==> config.mk <==
export PLATFORM = sky130hd
export DESIGN_NAME = quad_decoder_bank
export DESIGN_NICKNAME = d
export VERILOG_FILES = /design/src/rtl/quad_pkg.sv /design/src/rtl/quad_channel.sv /design/src/rtl/quad_decoder_bank.sv
export SDC_FILE = /design/constraint.sdc
export NUM_CORES = 1
export LEC_CHECK = 0
export ABC_AREA = 0
export BUFFER_PORTS_ARGS = -buffer_cell sky130_fd_sc_hd__buf_2
export CAP_MARGIN = 10
export CORE_MARGIN = 2
export CORE_UTILIZATION = 29
export CTS_CLUSTER_SIZE = 8
export DETAILED_ROUTE_END_ITERATION = 8
export PLACE_DENSITY_LB_ADDON = 0.2
export RECOVER_POWER = 50
export SYNTH_ARGS = -nofsm -noshare
export SYNTH_HDL_FRONTEND = slang
export SYNTH_SLANG_ARGS = --single-unit
==> constraint.sdc <==
create_clock -name CLK -period 2.5 [get_ports CLK]
set_input_delay 0.25 -clock CLK [delete_from_list [all_inputs] [get_ports CLK]]
set_output_delay 0.25 -clock CLK [all_outputs]
set_load 0.01 [all_outputs]
==> src/rtl/quad_pkg.sv <==
// Shared definitions for the quadrature decoder bank: step-resolution modes,
// the forward-step table and the transition classifier.
package quad_pkg;

  typedef enum logic [1:0] {
    MODE_X4   = 2'b00,
    MODE_X2   = 2'b01,
    MODE_X1   = 2'b10,
    MODE_RSVD = 2'b11
  } mode_e;

  typedef enum logic [1:0] {
    STEP_IDLE,
    STEP_FWD,
    STEP_REV,
    STEP_ILL
  } step_e;

  typedef logic [1:0] ab_t;  // {A,B}

  // Forward direction: 00 -> 10 -> 11 -> 01 -> 00
  function automatic ab_t fwd_next(input ab_t s);
    case (s)
      2'b00:   return 2'b10;
      2'b10:   return 2'b11;
      2'b11:   return 2'b01;
      default: return 2'b00;
    endcase
  endfunction

  function automatic step_e classify(input ab_t prev, input ab_t cur);
    if (prev == cur)                  return STEP_IDLE;
    else if ((prev ^ cur) == 2'b11)   return STEP_ILL;
    else if (fwd_next(prev) == cur)   return STEP_FWD;
    else                              return STEP_REV;
  endfunction

  // Whether a legal step landing on 'cur' is counted at this resolution.
  function automatic logic step_counted(input mode_e m, input ab_t cur);
    case (m)
      MODE_X2: return cur[1] == cur[0];
      MODE_X1: return cur == 2'b00;
      default: return 1'b1;
    endcase
  endfunction

endpackage

==> src/rtl/quad_channel.sv <==
// One encoder channel: 2-flop synchroniser, debouncer, transition decoder
// and up/down position counter.
module quad_channel
  import quad_pkg::*;
#(
  parameter int CNT_WIDTH = 8,
  parameter int DEB_BITS  = 11,
  parameter int SATURATE  = 0
) (
  input  logic                 CLK,
  input  logic                 RST,
  input  logic                 a,
  input  logic                 b,
  input  logic [1:0]           mode,
  input  logic                 clr,
  input  logic                 err_clr,
  output logic [CNT_WIDTH-1:0] count,
  output logic                 up,
  output logic                 down,
  output logic                 err
);

  ab_t                 sync1, sync2, deb, prev;
  logic [DEB_BITS-1:0] deb_cnt [2];

  step_e               step;
  logic                inc, dec, ill;
  logic [CNT_WIDTH-1:0] cnt_next;

  // Index 1 carries A, index 0 carries B, matching the {A,B} pair layout.
  always_ff @(posedge CLK) begin
    if (RST) begin
      sync1 <= '1;
      sync2 <= '1;
      deb   <= '1;
      for (int unsigned i = 0; i < 2; i++) deb_cnt[i] <= '0;
    end else begin
      sync1 <= {a, b};
      sync2 <= sync1;
      for (int unsigned i = 0; i < 2; i++) begin
        if (sync1[i] != sync2[i])
          deb_cnt[i] <= '0;
        else if (!deb_cnt[i][DEB_BITS-1])
          deb_cnt[i] <= deb_cnt[i] + DEB_BITS'(1);
        if (deb_cnt[i][DEB_BITS-1])
          deb[i] <= sync2[i];
      end
    end
  end

  always_comb begin
    step = classify(prev, deb);
    ill  = (step == STEP_ILL);
    inc  = (step == STEP_FWD) && step_counted(mode_e'(mode), deb);
    dec  = (step == STEP_REV) && step_counted(mode_e'(mode), deb);

    cnt_next = count;
    if (inc) begin
      if (!(SATURATE != 0 && count == '1))
        cnt_next = count + CNT_WIDTH'(1);
    end else if (dec) begin
      if (!(SATURATE != 0 && count == '0))
        cnt_next = count - CNT_WIDTH'(1);
    end
    if (clr)
      cnt_next = '0;
  end

  always_ff @(posedge CLK) begin
    if (RST) begin
      prev  <= '1;
      count <= '0;
      up    <= 1'b0;
      down  <= 1'b0;
      err   <= 1'b0;
    end else begin
      prev  <= deb;
      count <= cnt_next;
      up    <= inc;
      down  <= dec;
      if (ill)
        err <= 1'b1;
      else if (err_clr)
        err <= 1'b0;
    end
  end

endmodule

==> src/rtl/quad_decoder_bank.sv <==
// Bank of independent quadrature decoder channels with flattened count bus.
module quad_decoder_bank
  import quad_pkg::*;
#(
  parameter int CHANNELS  = 2,
  parameter int CNT_WIDTH = 8,
  parameter int DEB_BITS  = 11,
  parameter int SATURATE  = 0
) (
  input  logic                          CLK,
  input  logic                          RST,
  input  logic [CHANNELS-1:0]           a,
  input  logic [CHANNELS-1:0]           b,
  input  logic [1:0]                    mode,
  input  logic [CHANNELS-1:0]           clr,
  input  logic [CHANNELS-1:0]           err_clr,
  output logic [CHANNELS*CNT_WIDTH-1:0] count,
  output logic [CHANNELS-1:0]           up,
  output logic [CHANNELS-1:0]           down,
  output logic [CHANNELS-1:0]           err
);

  for (genvar g = 0; g < CHANNELS; g++) begin : g_ch
    quad_channel #(
      .CNT_WIDTH (CNT_WIDTH),
      .DEB_BITS  (DEB_BITS),
      .SATURATE  (SATURATE)
    ) u_ch (
      .CLK     (CLK),
      .RST     (RST),
      .a       (a[g]),
      .b       (b[g]),
      .mode    (mode),
      .clr     (clr[g]),
      .err_clr (err_clr[g]),
      .count   (count[g*CNT_WIDTH +: CNT_WIDTH]),
      .up      (up[g]),
      .down    (down[g]),
      .err     (err[g])
    );
  end

endmodule

# After elaboration in Yosys (flattened, before gate mapping)
# Memory sizes are Yosys's and may differ from the RTL's.
# Index checks and enable logic that the tools add are counted.
# word_totals
register_bits	38
ram_bits	44
input_bits	12
out_inout_bits	22
word_cells	136
n_memories	2
# memory_table
memory	depth	word_bits	read_ports	rd_clocked_by_memory_dff	write_ports	line_no	source
g_ch[0].u_ch.deb_cnt	2	11	2	0	2	quad_channel.sv:24	logic [DEB_BITS-1:0] deb_cnt [2];
g_ch[1].u_ch.deb_cnt	2	11	2	0	2	quad_channel.sv:24	
# classes
n_addsub	8
n_eq_ne	24
muxes	60
n_bitwise	10
reduce_logical	14
# ops
cell	count
$mux W11	8
$add A11 B1 Y11 const B	4
$mux W1	34
$mux W8	4
$eq A2 B2 Y1 const B	11
$mux W2	10
$add A8 B1 Y8 const B	2
$sub A8 B1 Y8 const B	2
$pmux W2 S3	2
$eq A2 B2 Y1	4
$logic_not A2 Y1	4
$or A1 B1 Y1	8
$reduce_bool A2 Y1	4
$eq A2 B1 Y1 const B	3
$logic_and A1 B1 Y1	4
$ne A1 B1 Y1	4
$pmux W1 S2	2
$reduce_or A2 Y1	2
$xor A2 B2 Y2	2
$eq A1 B1 Y1	2

# Depth between registers and ports, before layout
# Gate-level depths: netlist of run 1.
# depth
depth_word	12
ltp_mapped	11
depth_no_buf	11

# Modules after synthesis
# From an unflattened synthesis of run 1, not the netlist that was laid out.
# unflattened
cells_unflattened	416
hier_area_um2	4291.6
# modules_own_cells
module	n_inst	cells_per_inst	area_each_um2	seq_area_each_um2
quad_channel at g_ch[0].u_ch	1	209	2187.1	1041.0
quad_channel at g_ch[1].u_ch	1	207	2104.5	1041.0

# Worst setup path before layout of run 1
# No wires, ideal clock.
# synth_timing
kind	register -> register
startpoint	reg g_ch[1].u_ch.deb[1]
endpoint	reg g_ch[1].u_ch.count[6]
setup_time_ns	0.116
arrival_ns	2.564
t_required_ns	2.384
setup_slack_ns	-0.180
path_stages_with_launch	11
path_buffers	0
period_less_slack_ns	2.680
cell_sequence	dfxtp_1 > inv_1 > ha_1 > a21o_1 > o211ai_1 > ha_1 > nor2b_1 > o31a_1 > o31ai_1 > mux2i_1 > a31o_2
# synth_between
elab_chain_len	7
word_cells_on_any_way	16
classes_between	eq/ne (6); mux (5); bitwise (1); reduce/logical (4)
# synth_rtl
element	line_no	source
start: declaration	quad_channel.sv:23	ab_t sync1, sync2, deb, prev;
start signal: indexed assignment	quad_channel.sv:46	deb[i] <= sync2[i];
$eq A2 B2 Y1 or $xor A2 B2 Y2 (tied branches)	quad_pkg.sv:34, quad_pkg.sv:33	
$mux W2 or $eq A2 B2 Y1 (tied branches)	quad_pkg.sv:34, quad_pkg.sv:33	
$mux W2	quad_pkg.sv:33	else if ((prev ^ cur) == 2'b11) return STEP_ILL;
$mux W2	quad_pkg.sv:32	if (prev == cur) return STEP_IDLE;
$eq A2 B1 Y1 or $eq A2 B2 Y1 (tied branches)	quad_channel.sv:54, quad_channel.sv:55	
$logic_and A1 B1 Y1 (on tied branches)	quad_channel.sv:54, quad_channel.sv:55	
$mux W8 or $reduce_bool A2 Y1 (tied branches)	-	
end signal: assignment	quad_channel.sv:78	count <= cnt_next;
end: declaration	quad_channel.sv:17	output logic [CNT_WIDTH-1:0] count,
# Several ways; a longest one is shown, not always the timed one.
# A chain may end at the register's enable or synchronous reset.

# Worst setup path after layout of run 1
# layout_timing
startpoint	reg g_ch[1].u_ch.deb[1]
endpoint	reg g_ch[1].u_ch.count[7]
# The elaborated chain is that of the path after synthesis.

==> run_results.csv, run 1 <==
group,metric,value,unit
worst_setup_path,arrival,2.64,ns
hold_path,holdPathStages,2,
sta,final-setup-viol-count,0,
global_route,grt_pass1_wl,14000,um
finish,area_growth,25.6,%
worst_setup_path,cp_max_fo,7,
floorplan,num_io_pins,34,
finish,instances_no_fill,671,
routing,vias,3125,
sta,fin_setup_tns,0,ns
cts,cts_tree,"built",
finish,final_layout_size_suffix_gt1_frac,0.218,
worst_setup_path,crit_buf_inv,3,
worst_setup_path,worstSetupPathType,"reg -> reg",
status,status,"complete, no violations",
sta,finalHoldViolCount,0,
floorplan,core_area,0.0145,mm2
worst_setup_path,cp_cell_sequence,"inv_2, ha_4, a21o_1, o211ai_1, buf_4, ha_4, buf_6, o211ai_1, o211a_1, o21ba_4, o21ai_1, nor3b_2",
routing,vias_per_cell,4.66,
sta,fmax,414,MHz
finish,final_area,0.00540,mm2
logic_synthesis,synth.avg_cell_area,10.2,um2
power,ir_drop,0.305,mV
floorplan,die_width,126,um
worst_setup_path,r2r_cells,12,
worst_setup_path,cp_top_family,"compound AO/OA/AOI/OAI gates",
cts,clock_latency,0.34,ns
worst_setup_path,reg2reg_to,"g_ch[1].u_ch.count[7]$_SDFFE_PP0P_",
finish,nets,516,
routing,route.detailed.drc,0,
placement,io_buffers,33,
sta,clock_skew,0.00682,ns
routing,drt-initial-drc-count,122,
sta,period_minus_slack,2.41,ns
placement,pre_cts_ws,-0.0599,ns
cts,cts.sinks,82,
logic_synthesis,async_flop_share,0,
flow_run,cap_violations,0,
cts,htreeDepth,3,
logic_synthesis,yosys_warnings,0,
sta,slew_headroom,0.280,
worst_setup_path,cp-start-kind,"flop",
routing,drt.antenna.violating_nets,0,
worst_setup_path,r2r_slack,0.09,ns
worst_setup_path,crit_required,2.72,ns
global_route,track_usage,0.109,
logic_synthesis,syn-cell-area,0.00430,mm2
global_route,grt-ovfl-total,0,
sta,slew_viol_final,0,
hold_path,min_to,"g_ch[0].u_ch.sync1[1]$_SDFF_PP1_",
sta,finalCritPeriodShare,0.966,
logic_synthesis,ys_seq_area_frac,0.484,
global_route,grt_max_degree,27,
worst_setup_path,critPathCaptureType,"flop",
sta,worstMarginPinSlew,1.08,ns
hold_path,hold_class,"in -> reg",
hold_path,holdCritStartpoint,"a[0]",
logic_synthesis,synth-seq-cells,82,
worst_setup_path,crit_path_max_incr_delay,0.33,ns
logic_synthesis,ys_types,49,
cts,cts_made_buffers,9,
worst_setup_path,reg2reg_from,"g_ch[1].u_ch.deb[1]$_SDFFE_PP1P_",
logic_synthesis,ys.flop_type,"edfxtp_1",
logic_synthesis,synthCells,423,
global_route,grt_pass1_vias,3017,
logic_synthesis,synth_edf_count,44,
logic_synthesis,syn_nets,457,
routing,finalWirelength,8570,um
global_route,antenna_found_initial,0,
floorplan,die_height,126,um
cts,cts_root_buf,"clkbuf_16",
routing,firstDrtPassIters,4,
sta,setup_slack,0.0860,ns
worst_setup_path,crit_slowest_cell,"dfxtp_2",
power,p_leak,2.05,nW
cts,clk_pin_slew,0.06,ns
finish,n_antenna_cell,0,
placement,dp_hpwl,5930,um
floorplan,num_rows,44,
power,p_per_area,570,mW/mm2
floorplan,start_util,0.296,
placement,place.gp.congestion,0.750,
placement,dp_cells,653,
placement,post_dp_cell_area,0.00485,mm2
sta,whs,0.117,ns
cts,cts_hold_buf,0,
cts,clk_path_buf_depth,2,
floorplan,die_area,0.0158,mm2
routing,wire_per_inst,12.8,um
==> worst reg2reg max path: cells and delay by family, from the launching register on <==
family	cells	cell delay [ns]
buffers and inverters	3	0.38
adder cells (fa/ha/maj)	2	0.37
AND/OR/NAND/NOR	1	0.15
AO/OA/AOI/OAI	6	1.07
flip-flops	1	0.33
==> worst max path at each step <==
| stage | startpoint | endpoint | slack (ns) | depth (start not counted) |
|---|---|---|---|---|
| after detailed placement | g_ch[0].u_ch.deb[0]$_SDFFE_PP1P_ | g_ch[0].u_ch.count[7]$_SDFFE_PP0P_ | -0.06 | 10 |
| after global placement | g_ch[0].u_ch.deb[0]$_SDFFE_PP1P_ | g_ch[0].u_ch.count[6]$_SDFFE_PP0P_ | -0.009 | 11 |
| after floorplan | g_ch[0].u_ch.deb[0]$_SDFFE_PP1P_ | g_ch[0].u_ch.count[6]$_SDFFE_PP0P_ | -0.12 | 10 |
| after CTS | g_ch[0].u_ch.deb[0]$_SDFFE_PP1P_ | g_ch[0].u_ch.count[6]$_SDFFE_PP0P_ | 0.02 | 11 |
| after global routing | g_ch[1].u_ch.deb[1]$_SDFFE_PP1P_ | g_ch[1].u_ch.count[7]$_SDFFE_PP0P_ | -0.06 | 12 |
| final | g_ch[1].u_ch.deb[1]$_SDFFE_PP1P_ | g_ch[1].u_ch.count[7]$_SDFFE_PP0P_ | 0.09 | 12 |
==> final cells by class <==
| cell class | instances | area, um2 |
|---|---|---|
| clock buffer | 11 | 243 |
| clock inverter | 5 | 103 |
| fill | 1469 | 9130 |
| inverter | 18 | 67.6 |
| multi-input combinational | 309 | 2300 |
| sequential | 82 | 2080 |
| tap | 184 | 230 |
| timing repair buffer | 62 | 374 |
==> synth_stat cells, types with 6 or more instances <==
| library cell | number | area share |
|---|---|---|
| o211ai_1 | 7 | 0.012 |
| ha_1 | 20 | 0.058 |
| edfxtp_1 | 44 | 0.31 |
| inv_1 | 18 | 0.016 |
| or2_2 | 11 | 0.016 |
| xor2_1 | 23 | 0.047 |
| o21ai_0 | 18 | 0.021 |
| xnor2_1 | 20 | 0.041 |
| and3_1 | 7 | 0.010 |
| nor2_1 | 63 | 0.055 |
| dfxtp_1 | 38 | 0.18 |
| nand2_1 | 24 | 0.021 |
| clkbuf_1 | 8 | 0.0070 |
| a21oi_1 | 19 | 0.022 |
| buf_4 | 6 | 0.010 |
| or3_1 | 10 | 0.015 |
| mux2i_1 | 8 | 0.019 |
| nand3_1 | 22 | 0.026 |
==> report_power, final <==
part	internal [mW]	switching [mW]
registers	1.43	0.0148
clock network	1.00	0.521
logic	0.0434	0.0706
==> state kept, by name (all words and copies together) (netlist names) <==
register,count
g_ch.u_ch.down,2
g_ch.u_ch.sync1,4
g_ch.u_ch.deb,4
g_ch.u_ch.sync2,4
g_ch.u_ch.err,2
g_ch.u_ch.deb_cnt,44
g_ch.u_ch.count,16
g_ch.u_ch.prev,4
g_ch.u_ch.up,2
==> kinds of logic after synthesis <==
| kind of cell | Yosys count | synth area share |
|---|---|---|
| AND/OR/NAND/NOR | 165 | 0.188 |
| multiplexers | 8 | 0.0186 |
| XOR/XNOR | 48 | 0.106 |
| AO/OA/AOI/OAI | 66 | 0.102 |
| adder cells (fa/ha/maj) | 22 | 0.0675 |
| buffers and inverters | 32 | 0.0332 |
| flip-flops | 82 | 0.484 |
==> repair_timing <==
item,4_1_cts,5_1_grt
setup buffers,0,2
gates resized for setup,2,32
pin swaps,1,12
hold endpoints to repair,0,0
endpoints found under the setup margin,4,6
==> cells in the final DEF (no fill, tap or decap), types with 5 or more instances in the layout <==
cell,instances
a21o_1,5
a21oi_1,16
and3_1,7
buf_2,10
buf_4,26
clkbuf_1,24
clkbuf_16,9
dfxtp_1,36
edfxtp_1,44
ha_1,11
ha_4,9
inv_1,16
mux2i_1,8
nand2_1,24
nand3_1,22
nor2_1,63
o211ai_1,7
o21ai_0,15
or2_2,10
or3_1,10
xnor2_1,19
xor2_1,22
xor2_2,5
==> routing by layer <==
| metal | track usage | share of wire | vias to the layer above | wire length, um |
|---|---|---|---|---|
| li1 | - | - | 1595 | - |
| met1 | 0.132 | 0.46 | 1483 | 3950 |
| met2 | 0.180 | 0.49 | 40 | 4180 |
| met3 | 0.0382 | 0.039 | 7 | 335 |
| met4 | 0.0388 | 0.012 | 0 | 100 |
| met5 | 0 | 0 | - | 0 |
==> through the flow <==
step	util	total power, mW
floorplan	-	1.55
global placement	0.334	1.58
detailed placement	0.334	1.59
CTS	0.358	3.15
global route	0.372	3.20
finish	0.372	3.08
(Power assumes the default switching activity.)
==> inputs of run 2 (changes only) <==
--- a/config.mk
+++ b/config.mk
@@ -9,11 +9,12 @@
 export BUFFER_PORTS_ARGS = -buffer_cell sky130_fd_sc_hd__buf_2
 export CAP_MARGIN = 10
 export CORE_MARGIN = 2
-export CORE_UTILIZATION = 29
+export CORE_UTILIZATION = 54
 export CTS_CLUSTER_SIZE = 8
 export DETAILED_ROUTE_END_ITERATION = 8
 export PLACE_DENSITY_LB_ADDON = 0.2
 export RECOVER_POWER = 50
 export SYNTH_ARGS = -nofsm -noshare
 export SYNTH_HDL_FRONTEND = slang
+export SYNTH_HIERARCHICAL = 1
 export SYNTH_SLANG_ARGS = --single-unit
==> run 2 against run 1 <==
  * Synthesized cell count shrank 1.7%
  * Register-to-register slack lost 0.09 ns
  * Critical path depth shrank 1
  * Combinational power decreased by 8%
  * Area after synthesis shrank 0.23%
  * Global-route usage is 8.5 points higher
  * Critical path type unchanged
  * Worst hold slack worse by 0.035 ns
  * The run now ends with negative setup slack left
  * First-iteration DRC count up 9.0%
  * Wire length fell by 4.4%
==> run_results.csv, run 2 <==
group,metric,value,unit
status,status,"complete, but fails checks",
floorplan,num_io_pins,34,
cts,clk_pin_slew,0.09,ns
floorplan,num_rows,32,
routing,drt.antenna.violating_nets,0,
finish,instances_no_fill,593,
routing,route.detailed.drc,0,
finish,area_growth,22.3,%
status,failed_checks,"negative setup slack",
sta,setup_slack,-0.00191,ns
logic_synthesis,syn_nets,452,
routing,finalWirelength,8190,um
routing,firstDrtPassIters,4,
routing,dr_wl_met2,4070,um
routing,m1WireLength,3770,um
worst_setup_path,reg2reg_to,"g_ch[0].u_ch/count[7]$_SDFFE_PP0P_",
routing,dr.max_layer_used,"met4",
global_route,track_usage,0.194,
worst_setup_path,startpoint,"g_ch[0].u_ch/deb[0]$_SDFFE_PP1P_",
cts,cts_made_buffers,9,
finish,nets,522,
sta,clock_skew,0.0120,ns
routing,vias,3141,
logic_synthesis,async_flop_share,0,
cts,htreeDepth,3,
logic_synthesis,synth.avg_cell_area,10.3,um2
sta,fmax,400,MHz
finish,largest_registers,"g_ch.u_ch/deb_cnt x44, g_ch.u_ch/count x16",
finish,final_cell_mix,"nor2_1 (66), edfxtp_1 (44), dfxtp_1 (35), buf_4 (33), nand2_1 (29)",
worst_setup_path,cp-start-kind,"flop",
worst_setup_path,crit_required,2.74,ns
logic_synthesis,yosys.cell_count.top_type,"nor2_1",
logic_synthesis,ys_types,44,
sta,slew_headroom,0.644,
finish,final_util,0.679,
logic_synthesis,ys.flop_type,"edfxtp_1",
placement,pre_cts_ws,-0.179,ns
routing,wire_per_inst,13.8,um
routing,route.met3.wl,268,um
routing,vias_per_cell,5.30,
logic_synthesis,synth.area.top_cells,"edfxtp_1 (31%), dfxtp_1 (18%), ha_1 (6.4%)",
global_route,grt_pass1_vias,3008,
sta,slew_viol_final,0,
global_route,grt_pass1_wl,13300,um
sta,rsz0062_at_grt,"true",
sta,fin_setup_tns,-0.00191,ns
sta,worstMarginPinSlew,0.534,ns
floorplan,die_area,0.00868,mm2
floorplan,core_area,0.00773,mm2
placement,place.gp.congestion,0.828,
power,switching_share,0.223,
finish,layout_commonest_cell,"nor2_1",
hold_path,hold_class,"in -> reg",
finish,multi_input_area,0.00237,mm2
finish,n_antenna_cell,0,
worst_setup_path,r2r_slack,-0.002,ns
finish,largest_register_ffs,44,
placement,io_buffers,33,
worst_setup_path,reg2reg_from,"g_ch[0].u_ch/deb[0]$_SDFFE_PP1P_",
power,switchingPower,0.554,mW
cts,cts_hold_buf,0,
floorplan,die_height,93.2,um
cts,clock_latency,0.35,ns
logic_synthesis,synthCells,416,
global_route,antenna_found_initial,0,
flow_run,cap_violations,0,
power,combPwrFrac,0.042,
worst_setup_path,critPathCaptureType,"flop",
placement,dp_cells,570,
global_route,grt_max_degree,33,
worst_setup_path,setup.worst_path.end,"g_ch[0].u_ch/count[7]$_SDFFE_PP0P_",
logic_synthesis,yosys-top-cells-count,"nor2_1 (66), edfxtp_1 (44), dfxtp_1 (38)",
power,clkPwrFrac,0.376,
cts,clk_path_buf_depth,2,
cts,cts_root_buf,"clkbuf_8",
logic_synthesis,synth.top_cell.area_share,0.308,
sta,finalHoldViolCount,0,
sta,final-setup-viol-count,1,
logic_synthesis,ys_seq_area_frac,0.485,
logic_synthesis,syn-cell-area,0.00429,mm2
routing,drt-initial-drc-count,133,
floorplan,start_util,0.555,
placement,dp_hpwl,5600,um
power,ir_drop,0.378,mV
worst_setup_path,worstSetupPathType,"reg -> reg",
worst_setup_path,cp_max_fo,6,
finish,final_layout_size_suffix_gt1_frac,0.240,
cts,cts.sinks,82,
logic_synthesis,synth-seq-cells,82,
finish,regArea,0.00209,mm2
logic_synthesis,synth_top_area_cell,"edfxtp_1",
logic_synthesis,synth_edf_count,44,
floorplan,die_width,93.2,um
finish,regMostFlops,"g_ch.u_ch/deb_cnt",
finish,fillCellCount,608,
global_route,grt-ovfl-total,0,
sta,period_minus_slack,2.50,ns
power,p_leak,2.07,nW
power,p_per_area,473,mW/mm2
power,cell_internal_pwr,1.93,mW
worst_setup_path,r2r_cells,11,
sta,finalCritPeriodShare,1.00,
power,p_seq_frac,0.582,
worst_setup_path,arrival,2.74,ns
cts,cts_tree,"built",
logic_synthesis,yosys_warnings,6,
run 2: cell count changes after synthesis, moves of 5 or more:
cell,delta
a21oi_1,-7
and2_1,+5
and3_1,+5
buf_4,-6
inv_1,-5
nand2_1,+6
o21ai_0,-13
xnor2_1,+8
run 2: critical path: stages, from the launching register on:
cell and delay (ns):
dfxtp_2 0.34, inv_2 0.05, ha_4 0.26, nor2b_2 0.04
o311ai_4 0.37, buf_4 0.19, ha_4 0.20, a211oi_4 0.27
nor4b_2 0.10, a2111oi_4 0.34, o21a_1 0.17, nor3_1 0.04
run 2: cell families (layout without fill, tap and decap cells):
| family | count (synthesis) | after routing | share of synthesized area |
|---|---|---|---|
| AND/OR/NAND/NOR | 178 | 178 | 0.201 |
| buffers and inverters | 22 | 97 | 0.0225 |
| flip-flops | 82 | 82 | 0.485 |
| XOR/XNOR | 55 | 55 | 0.112 |
| multiplexers | 6 | 6 | 0.0140 |
| AO/OA/AOI/OAI | 49 | 49 | 0.0913 |
| adder cells (fa/ha/maj) | 24 | 24 | 0.0735 |
run 2: worst min path at each step:
stage	slack (ns)	depth (start not counted)	endpoint	from
after detailed placement	0.44	2	g_ch[0].u_ch/sync1[1]$_SDFF_PP1_	a[0]
after CTS	0.07	2	g_ch[0].u_ch/sync1[1]$_SDFF_PP1_	a[0]
after floorplan	0.35	1	g_ch[0].u_ch/sync1[0]$_SDFF_PP1_	b[0]
after global placement	0.44	1	g_ch[0].u_ch/sync2[1]$_SDFF_PP1_	g_ch[0].u_ch/sync1[1]$_SDFF_PP1_
after global routing	0.07	2	g_ch[0].u_ch/sync1[0]$_SDFF_PP1_	b[0]
final	0.08	2	g_ch[0].u_ch/sync1[1]$_SDFF_PP1_	a[0]
run 2: power by group through the flow:
stage / Clock [mW] / Combinational (mW) / Sequential (mW)
floorplan: 0 / 0.0710 / 1.47
global placement: 0 / 0.0979 / 1.47
detailed placement: 0 / 0.103 / 1.47
CTS: 0.957 / 0.105 / 1.44
global route: 1.00 / 0.119 / 1.45
finish: 0.933 / 0.105 / 1.44
run 2: layout make-up:
type                    instances  share of cell area
repair buffers                 68              0.0822
clock buffers                  11              0.0250
clock inverters                 5              0.0102
well taps                     102              0.0243
inverters                      13             0.00929
multi-input cells             312               0.452
flip-flops and latches         82               0.397
run 2: timing repair:
action | in CTS | in global routing
cloned | 0 | 1
setup buffers | 5 | 1
endpoints found under the hold margin | 0 | 0
pin swaps | 11 | 9
endpoints found under the setup margin | 4 | 6
gates resized for setup | 9 | 19
run 2: metrics by stage:
step / cell area [um2] / power, mW / hold slack [ns]
2_1_floorplan: 4400 / 1.54 / 0.354
3_3_place_gp: 4870 / 1.57 / 0.439
3_5_place_dp: 4870 / 1.58 / 0.438
4_1_cts: 5140 / 2.51 / 0.0653
5_1_grt: 5250 / 2.57 / 0.0714
6_report: 5250 / 2.48 / 0.0821
run 2: routing by layer:
| metal | GRT usage | up-vias |
|---|---|---|
| met5 | 0 | - |
| met2 | 0.338 | 50 |
| li1 | - | 1591 |
| met1 | 0.240 | 1494 |
| met3 | 0.0395 | 6 |
| met4 | 0.0699 | 0 |
==> inputs of run 3 (changes only) <==
--- a/config.mk
+++ b/config.mk
@@ -6,7 +6,7 @@
 export NUM_CORES = 1
 export LEC_CHECK = 0
 export ABC_AREA = 0
-export BUFFER_PORTS_ARGS = -buffer_cell sky130_fd_sc_hd__buf_2
+export BUFFER_PORTS_ARGS = -buffer_cell sky130_fd_sc_hd__buf_4
 export CAP_MARGIN = 10
 export CORE_MARGIN = 2
 export CORE_UTILIZATION = 54
==> run 3 against run 2 <==
  * The flow still finishes with violations (negative setup slack)
  * Fmax decreased by 0.84%
  * Critical path depth is the same
  * Count of clock-buffer cells in the layout fell by 1
  * Total power about the same
  * Largest cell class unchanged
  * Largest power group unchanged
  * Highest routed layer unchanged
==> run_results.csv, run 3 (synthesis gave the netlist of run 2 again) <==
group,metric,value,unit
cts,clk_pin_slew,0.08,ns
placement,dp_hpwl,5620,um
routing,drt-initial-drc-count,99,
routing,wire_per_inst,13.9,um
global_route,grtUsageMet2,0.320,
floorplan,die_area,0.00868,mm2
global_route,grt_pass1_wl,13400,um
finish,n_antenna_cell,0,
sta,rsz0062_at_grt,"true",
finish,final_layout_size_suffix_gt1_frac,0.279,
power,cell_internal_pwr,1.93,mW
routing,drt.antenna.violating_nets,0,
global_route,grt_use_met3,0.0387,
sta,whs,0.0797,ns
cts,clk_path_buf_depth,2,
routing,finalWirelength,8180,um
global_route,grt-ovfl-total,0,
hold_path,hold_class,"in -> reg",
worst_setup_path,cp-start-kind,"flop",
worst_setup_path,worstSetupPathType,"reg -> reg",
routing,vias_per_cell,5.30,
power,switching_share,0.223,
power,combPwrFrac,0.046,
global_route,busiest_layer,"met2",
power,p_leak,2.16,nW
cts,cts_made_buffers,9,
worst_setup_path,critPathCaptureType,"flop",
sta,period_minus_slack,2.52,ns
power,finalPower,2.48,mW
finish,fillCellCount,549,
sta,finalCritPeriodShare,1.01,
finish,largest_register_ffs,44,
power,p_per_area,464,mW/mm2
sta,slew_headroom,0.674,
placement,io_buffers,33,
cts,htreeDepth,3,
sta,slew_viol_final,0,
finish,area_growth,24.8,%
routing,route.detailed.drc,0,
global_route,grt_pass1_vias,3019,
cts,clock_latency,0.36,ns
finish,final_cell_mix,"nor2_1 (66), buf_4 (58), edfxtp_1 (44), dfxtp_1 (34), nand2_1 (30)",
placement,pre_cts_ws,-0.219,ns
global_route,antenna_found_initial,0,
worst_setup_path,crit_required,2.74,ns
global_route,track_usage,0.197,
flow_run,cap_violations,0,
global_route,grt_max_degree,33,
status,failed_checks,"negative setup slack",
floorplan,die_width,93.2,um
finish,nets,519,
routing,vias,3129,
cts,cts_root_buf,"clkbuf_8",
sta,setup_slack,-0.0230,ns
placement,post_dp_cell_area,0.00490,mm2
sta,worstMarginPinSlew,0.488,ns
power,p_seq_frac,0.581,
worst_setup_path,arrival,2.77,ns
floorplan,core_area,0.00773,mm2
cts,cts_tree,"built",
finish,layout_commonest_cell,"nor2_1",
floorplan,num_rows,32,
power,clkPwrFrac,0.373,
power,switchingPower,0.555,mW
sta,clock_skew,0.0106,ns
sta,fin_setup_tns,-0.0230,ns
sta,fmax,396,MHz
floorplan,num_io_pins,34,
sta,finalHoldViolCount,0,
sta,final-setup-viol-count,1,
finish,final_util,0.693,
global_route,gr-usage-met1,0.252,
power,ir_drop,0.283,mV
floorplan,die_height,93.2,um
placement,dp_cells,565,
finish,largest_registers,"g_ch.u_ch/deb_cnt x44, g_ch.u_ch/count x16",
floorplan,start_util,0.555,
finish,instances_no_fill,590,
worst_setup_path,cp_max_fo,6,
status,status,"complete, but fails checks",
finish,final_area,0.00535,mm2
cts,cts.sinks,82,
placement,place.gp.congestion,0.845,
worst_setup_path,r2r_slack,-0.02,ns
finish,regMostFlops,"g_ch.u_ch/deb_cnt",
routing,firstDrtPassIters,4,
## run 3: changes by cell type in the layout (fill, tap and decap cells not counted), sizes merged
cell,change
inv,-1
clkinv,+3
clkinvlp,-1
o311ai,+1
buf,+16
clkbuf,-21
## run 3: per-layer routing
| metal | share of wire | up-vias | wire length, um |
|---|---|---|---|
| li1 | - | 1586 | - |
| met2 | 0.48 | 54 | 3950 |
| met3 | 0.027 | 17 | 218 |
| met5 | 0 | - | 0 |
| met1 | 0.47 | 1472 | 3820 |
| met4 | 0.023 | 0 | 190 |
## run 3: power groups by stage
| stage | Clock (mW) | Sequential [mW] | Combinational (mW) |
|---|---|---|---|
| 2_1_floorplan | 0 | 1.47 | 0.0710 |
| 3_3_place_gp | 0 | 1.47 | 0.101 |
| 3_5_place_dp | 0 | 1.47 | 0.106 |
| 4_1_cts | 0.950 | 1.44 | 0.109 |
| 5_1_grt | 1.01 | 1.45 | 0.128 |
| 6_report | 0.926 | 1.44 | 0.113 |
## run 3: repair_timing
item / CTS / global route
setup buffers: 5 / 3
gates cloned: 1 / 0
setup endpoints to repair: 6 / 6
gates resized for setup: 8 / 23
hold endpoints to repair: 0 / 0
hold buffers: 0 / 0
pin swaps: 11 / 13
## run 3: worst paths after layout
kind | startpoint | to | cells past startpoint
worst max-delay path | g_ch[0].u_ch/deb[0]$_SDFFE_PP1P_ | g_ch[0].u_ch/count[7]$_SDFFE_PP0P_ | 11
worst min register to register | g_ch[0].u_ch/sync1[0]$_SDFF_PP1_ | g_ch[0].u_ch/sync2[0]$_SDFF_PP1_ | 1
worst max register to register | g_ch[0].u_ch/deb[0]$_SDFFE_PP1P_ | g_ch[0].u_ch/count[7]$_SDFFE_PP0P_ | 11
worst min-delay path | b[0] | g_ch[0].u_ch/sync1[0]$_SDFF_PP1_ | 2
## run 3: area by class of cell
type | instances | area [um2] | area share
sequential | 82 | 2090 | 0.390
timing repair buffer | 64 | 509 | 0.0951
multi-input combinational | 313 | 2400 | 0.448
clock buffer | 10 | 128 | 0.0238
clock inverter | 6 | 57.6 | 0.0108
tap | 102 | 128 | 0.0238
inverter | 13 | 48.8 | 0.00911
## run 3: critical path: stages, from the launching register on
cell	delay (ns)
dfxtp_2	0.34
inv_2	0.05
ha_4	0.26
nor2b_2	0.04
o311ai_4	0.47
buf_6	0.17
ha_4	0.20
a21o_1	0.19
a21o_1	0.20
a2111oi_4	0.30
o21a_1	0.15
nor3_1	0.04
